`config.mk`:
```
export PLATFORM = sky130hd
export DESIGN_NAME = clk_div_monitor
export DESIGN_NICKNAME = d
export VERILOG_FILES = /design/src/rtl/clk_div_pkg.sv /design/src/rtl/clk_edge_det.sv /design/src/rtl/clk_div_monitor.sv
export SDC_FILE = /design/constraint.sdc
export NUM_CORES = 1
export LEC_CHECK = 0
export BUFFER_PORTS_ARGS = -buffer_cell sky130_fd_sc_hd__buf_2
export CORE_MARGIN = 2
export CORE_UTILIZATION = 60
export CTS_CLUSTER_DIAMETER = 50
export DETAILED_ROUTE_END_ITERATION = 8
export GPL_ROUTABILITY_DRIVEN = 0
export GPL_TIMING_DRIVEN = 0
export PLACE_DENSITY_LB_ADDON = 0.12
export SYNTH_ARGS = -nofsm -noshare
export SYNTH_HDL_FRONTEND = slang
export SYNTH_SLANG_ARGS = --single-unit
```
`constraint.sdc`:
```
create_clock -name clk -period 3.62 [get_ports clk]
set_clock_uncertainty 0.05 [all_clocks]
set_input_delay 0.181 -clock clk [delete_from_list [all_inputs] [get_ports clk]]
set_output_delay 0.181 -clock clk [all_outputs]
set_load 0.05 [all_outputs]
```
`src/rtl/clk_div_pkg.sv`:
```
// Shared types and defaults for the divided-clock monitor.
// Optional input synchronizer is selected with the CLK_MON_SYNC_EN macro.
package clk_div_pkg;

    localparam int unsigned CNT_W_DEF    = 8;
    localparam int unsigned LOCK_CNT_DEF = 4;

    typedef enum logic [1:0] {
        ST_IDLE    = 2'd0,
        ST_ACQUIRE = 2'd1,
        ST_TRACK   = 2'd2
    } mon_state_e;

    // All-ones value of a counter of the given width.
    function automatic int unsigned cnt_sat(input int unsigned w);
        return (32'd1 << w) - 32'd1;
    endfunction

endpackage

```
`src/rtl/clk_edge_det.sv`:
```
// Input register and edge detector for the monitored signal.
// CLK_MON_SYNC_EN adds a two-flop synchronizer ahead of the input register.
module clk_edge_det (
    input  logic clk_i,
    input  logic rst_i,
    input  logic sig_i,
    output logic rise_o,
    output logic fall_o,
    output logic level_o
);

    logic s_in;
    logic s_q;
    logic s_prev_q;
    logic rise_q;
    logic fall_q;

`ifdef CLK_MON_SYNC_EN
    logic [1:0] sync_q;

    always_ff @(posedge clk_i or posedge rst_i) begin
        if (rst_i) begin
            sync_q <= '0;
        end else begin
            sync_q <= {sync_q[0], sig_i};
        end
    end

    assign s_in = sync_q[1];
`else
    assign s_in = sig_i;
`endif

    // Edges are registered so that level_o (s_prev_q) lines up with them.
    always_ff @(posedge clk_i or posedge rst_i) begin
        if (rst_i) begin
            s_q      <= 1'b0;
            s_prev_q <= 1'b0;
            rise_q   <= 1'b0;
            fall_q   <= 1'b0;
        end else begin
            s_q      <= s_in;
            s_prev_q <= s_q;
            rise_q   <= s_q & ~s_prev_q;
            fall_q   <= ~s_q & s_prev_q;
        end
    end

    assign rise_o  = rise_q;
    assign fall_o  = fall_q;
    assign level_o = s_prev_q;

endmodule

```
`src/rtl/clk_div_monitor.sv`:
```
// Period / high-time checker for a divided clock sampled in the clk domain.
// Build option: CLK_MON_SYNC_EN (input synchronizer inside clk_edge_det).
module clk_div_monitor
    import clk_div_pkg::*;
#(
    parameter int unsigned CNT_W    = CNT_W_DEF,
    parameter int unsigned LOCK_CNT = LOCK_CNT_DEF
) (
    input  logic             clk,
    input  logic             rst,
    input  logic             en,
    input  logic             sig_in,
    input  logic [CNT_W-1:0] exp_period,
    output logic [CNT_W-1:0] period,
    output logic [CNT_W-1:0] high_time,
    output logic             meas_valid,
    output logic             err,
    output logic             timeout,
    output logic             locked
);

    localparam int unsigned      MW     = $clog2(LOCK_CNT + 1);
    localparam logic [CNT_W-1:0] SAT    = CNT_W'(cnt_sat(CNT_W));
    localparam logic [CNT_W-1:0] ONE    = CNT_W'(1);
    localparam logic [MW-1:0]    LOCK_V = MW'(LOCK_CNT);

    logic rise;
    logic fall;
    logic level;

    clk_edge_det u_edge (
        .clk_i   (clk),
        .rst_i   (rst),
        .sig_i   (sig_in),
        .rise_o  (rise),
        .fall_o  (fall),
        .level_o (level)
    );

    mon_state_e       state_q, state_d;
    logic [CNT_W-1:0] cnt_q, cnt_d;
    logic [CNT_W-1:0] hcnt_q, hcnt_d;
    logic [CNT_W-1:0] period_q, period_d;
    logic [CNT_W-1:0] high_q, high_d;
    logic [MW-1:0]    match_q, match_d;
    logic             mv_q, mv_d;
    logic             err_q, err_d;
    logic             to_q, to_d;
    logic             locked_q, locked_d;
    logic [MW-1:0]    match_inc;

    assign match_inc = (match_q == LOCK_V) ? match_q : match_q + MW'(1);

    always_comb begin
        state_d  = state_q;
        cnt_d    = cnt_q;
        hcnt_d   = hcnt_q;
        period_d = period_q;
        high_d   = high_q;
        match_d  = match_q;
        mv_d     = 1'b0;
        err_d    = 1'b0;
        to_d     = 1'b0;
        locked_d = locked_q;

        if (!en) begin
            state_d  = ST_IDLE;
            cnt_d    = '0;
            hcnt_d   = '0;
            match_d  = '0;
            locked_d = 1'b0;
        end else begin
            case (state_q)
                ST_IDLE: begin
                    state_d = ST_ACQUIRE;
                    cnt_d   = '0;
                    hcnt_d  = '0;
                end
                ST_ACQUIRE: begin
                    if (rise) begin
                        state_d = ST_TRACK;
                        cnt_d   = ONE;
                        hcnt_d  = ONE;
                    end
                end
                ST_TRACK: begin
                    if (rise) begin
                        period_d = cnt_q;
                        mv_d     = 1'b1;
                        cnt_d    = ONE;
                        hcnt_d   = ONE;
                        if (cnt_q != exp_period) begin
                            err_d    = 1'b1;
                            match_d  = '0;
                            locked_d = 1'b0;
                        end else begin
                            match_d  = match_inc;
                            locked_d = (match_inc == LOCK_V);
                        end
                    end else begin
                        if (cnt_q != SAT) begin
                            cnt_d = cnt_q + ONE;
                        end
                        if (level && (hcnt_q != SAT)) begin
                            hcnt_d = hcnt_q + ONE;
                        end
                        if (fall) begin
                            high_d = hcnt_q;
                        end
                        // A rise in the saturating cycle is handled above and wins.
                        if (cnt_q == SAT) begin
                            to_d     = 1'b1;
                            match_d  = '0;
                            locked_d = 1'b0;
                            state_d  = ST_ACQUIRE;
                        end
                    end
                end
                default: begin
                    state_d = ST_IDLE;
                end
            endcase
        end
    end

    always_ff @(posedge clk or posedge rst) begin
        if (rst) begin
            state_q  <= ST_IDLE;
            cnt_q    <= '0;
            hcnt_q   <= '0;
            period_q <= '0;
            high_q   <= '0;
            match_q  <= '0;
            mv_q     <= 1'b0;
            err_q    <= 1'b0;
            to_q     <= 1'b0;
            locked_q <= 1'b0;
        end else begin
            state_q  <= state_d;
            cnt_q    <= cnt_d;
            hcnt_q   <= hcnt_d;
            period_q <= period_d;
            high_q   <= high_d;
            match_q  <= match_d;
            mv_q     <= mv_d;
            err_q    <= err_d;
            to_q     <= to_d;
            locked_q <= locked_d;
        end
    end

    assign period     = period_q;
    assign high_time  = high_q;
    assign meas_valid = mv_q;
    assign err        = err_q;
    assign timeout    = to_q;
    assign locked     = locked_q;

endmodule

```
==> impl_metrics.env <==
export IMPL_fin_crit_ns=2.23
export IMPL_grt_pass1_vias=1721
export IMPL_post_place_ws_ns=1.41
export IMPL_num_antenna_cells=0
export IMPL_fmax_mhz=449
export IMPL_endpoint_kind="register"
export IMPL_critical_path_class="reg2reg"
export IMPL_grt_setup_unrepaired="false"
export IMPL_rr_worst_depth=6
export IMPL_synth_edf_count=0
export IMPL_cap_violations=0
export IMPL_ant_nets=0
export IMPL_powerDensity_nw_per_um2=347
export IMPL_cts_buffers=5
export IMPL_synth_flop_cell="dfrtp_1"
export IMPL_hold_viol=0
export IMPL_hpwl_microns=3280
export IMPL_grt_max_degree=25
export IMPL_via_count=1801
export IMPL_setup_viol=0
export IMPL_fin_nets=294
export IMPL_io_buffers=30
export IMPL_min_path_type="in2reg"
export IMPL_worstMarginPinSlew_ns=0.856
export IMPL_fin_crit_sh=0.615
export IMPL_synth_distinct_cells=46
export IMPL_synth_top_area_frac=0.485
export IMPL_p_leak_nw=1.41
export IMPL_cp_arrival_ns=2.42
export IMPL_dp_cells=313
export IMPL_synthesis_nets=254
export IMPL_cts_tree="yes"
export IMPL_stdcell_count=323
export IMPL_fp_dieW_microns=66.2
export IMPL_clk_latency_ns=0.30
export IMPL_cp_start_kind="register"
export IMPL_whs_path_depth=3
export IMPL_cts_sinks=45
export IMPL_cts_max_level=2
export IMPL_initial_core_util=0.629
export IMPL_setup_slack_ns=1.39
export IMPL_via_per_inst=5.58
export IMPL_grt_pass1_wl_microns=7730
export IMPL_ios=32
export IMPL_path_depth=6
export IMPL_drv_slew=0
export IMPL_worstSetupStartpoint="state_q[0]"
export IMPL_cts_buffer_depth=2
export IMPL_grt_antenna_before_repair=0
export IMPL_path_delay_family="simple AND/OR/NAND/NOR gates"
export IMPL_dr_pass1_iters=4
export IMPL_total_power_mw=0.922
export IMPL_rrSetupSlack_ns=1.39
export IMPL_ys_async_sr_fraction=1.00
export IMPL_netlist_instances=234
export IMPL_area_delta_synth_final_pct=14.7
export IMPL_yosysWarnings=0
export IMPL_ir_drop_uv=307
export IMPL_cts_root_buf="clkbuf_8"
export IMPL_route_detailed_wl_per_inst_microns=14.2
export IMPL_grt_total_usage=0.234
export IMPL_core_sq_um=3690
export IMPL_cp_required_ns=3.82
export IMPL_yosysMostFrequentCell="dfrtp_1"
export IMPL_cp_max_fo=10
export IMPL_post_route_util=0.721
export IMPL_path_buf_inv=2
export IMPL_dieArea_sq_um=4380
export IMPL_drtIter0Drc=133
export IMPL_clkTransAtPathRegs_ns=0.09
export IMPL_status="complete, no violations"
export IMPL_synth_area_leader_cell="dfrtp_1"
export IMPL_hold_start="en"
export IMPL_critical_path_max_stage_delay_ns=0.73
export IMPL_max_slew_margin=0.428
export IMPL_ys_ff_latch=45
export IMPL_cp_cell_sequence="inv_1, ha_1, buf_2, nor3b_1, and3_1, a211o_1"
export IMPL_die_y_microns=66.2
export IMPL_yosys_top_cells_count="dfrtp_1, nand2_1, nand3_1"
export IMPL_timing_rr_start="state_q[0]"
export IMPL_final_layout_size_suffix_gt1_frac=0.222
export IMPL_grt_overflow_total=0
export IMPL_netlist_area_sq_um=2320
export IMPL_drc=0
export IMPL_avgSynthCellArea_sq_um=9.91
export IMPL_cts_resized=0
export IMPL_ys_seq_area_frac=0.485
export IMPL_setup_tns_ns=0
export IMPL_fp_row_count=22
export IMPL_synth_area_leaders="dfrtp_1, nand2_1, mux2_2"
export IMPL_wl_microns=4580
export IMPL_cp_slowest_cell="nor3b_1"
worst reg2reg max path: stages (launching register included):
cell,delay [ns]
dfrtp_1,0.42
inv_1,0.10
ha_1,0.25
buf_2,0.25
nor3b_1,0.73
and3_1,0.28
a211o_1,0.10
worst paths after layout:
check,end
hold / removal,state_q[1]
setup reg to reg,cnt_q[5]
min in group asynchronous,hcnt_q[4]
hold reg to reg,u_edge.level_o
max in group asynchronous,match_q[2]
setup / recovery,cnt_q[5]
cell families after synthesis:
family,synth area share
AO/OA/AOI/OAI,0.135
flip-flops,0.485
adder cells (fa/ha/maj),0.0432
buffers and inverters,0.0442
AND/OR/NAND/NOR,0.206
multiplexers,0.0523
XOR/XNOR,0.0340
repair_timing:
item                                   CTS  global route
hold buffers                             2             0
buffers inserted                         0             0
endpoints found under the hold margin   22             0
final cells by class:
cell class | count | area (sq um)
clock inverter | 2 | 10.0
fill | 289 | 1030
timing repair buffer | 33 | 198
sequential | 45 | 1130
inverter | 11 | 41.3
buffer | 10 | 61.3
multi-input combinational | 168 | 1090
clock buffer | 6 | 72.6
tap | 48 | 60.1
power by group:
part	switching [mW]	leakage [nW]	internal (mW)
sequential	0.00945	0.620	0.510
combinational	0.0653	0.749	0.0400
clock	0.163	0.0450	0.134
layer usage:
metal  up-vias  track usage  part of all wire
met5         -            0                 0
met4         0       0.0791             0.014
met3         5       0.0562             0.042
met2        39        0.396              0.50
met1       847        0.293              0.45
li1        910            -                 -
per-stage QoR:
stage	hold WS [ns]	cell area [sq um]
after floorplan	0.162	2320
after global placement	0.240	2530
after detailed placement	0.182	2560
after CTS	0.0669	2660
after global routing	0.0891	2660
final	0.0795	2660
layout by cell type, fill, tap and decap left out, types with 2 or more instances in the layout:
master,instances
nor4_1,6
nor2b_1,3
a21oi_1,7
dlygate4sd3_1,2
clkbuf_1,2
clkbuf_8,5
nand4_1,2
nor2_1,11
inv_1,10
o31ai_1,2
clkinv_2,2
mux2i_1,2
nand3_1,12
o311a_1,2
o211ai_1,2
o21ai_0,11
ha_1,8
o22a_1,4
or2_1,2
dfrtp_1,45
nor3_1,5
a31oi_1,2
a211o_1,4
nand2_1,39
mux2_2,9
buf_6,2
buf_2,37
o21a_1,3
xor2_1,8
and3_1,5
registers in the layout (all words and copies together) (netlist names):
name and cells:
cnt_q 8, err 1, hcnt_q 8, high_time 8
locked 1, match_q 3, meas_valid 1, period 8
state_q 2, timeout 1, u_edge.fall_o 1, u_edge.level_o 1
u_edge.rise_o 1, u_edge.s_q 1
Power figures use the tool's default switching activity.
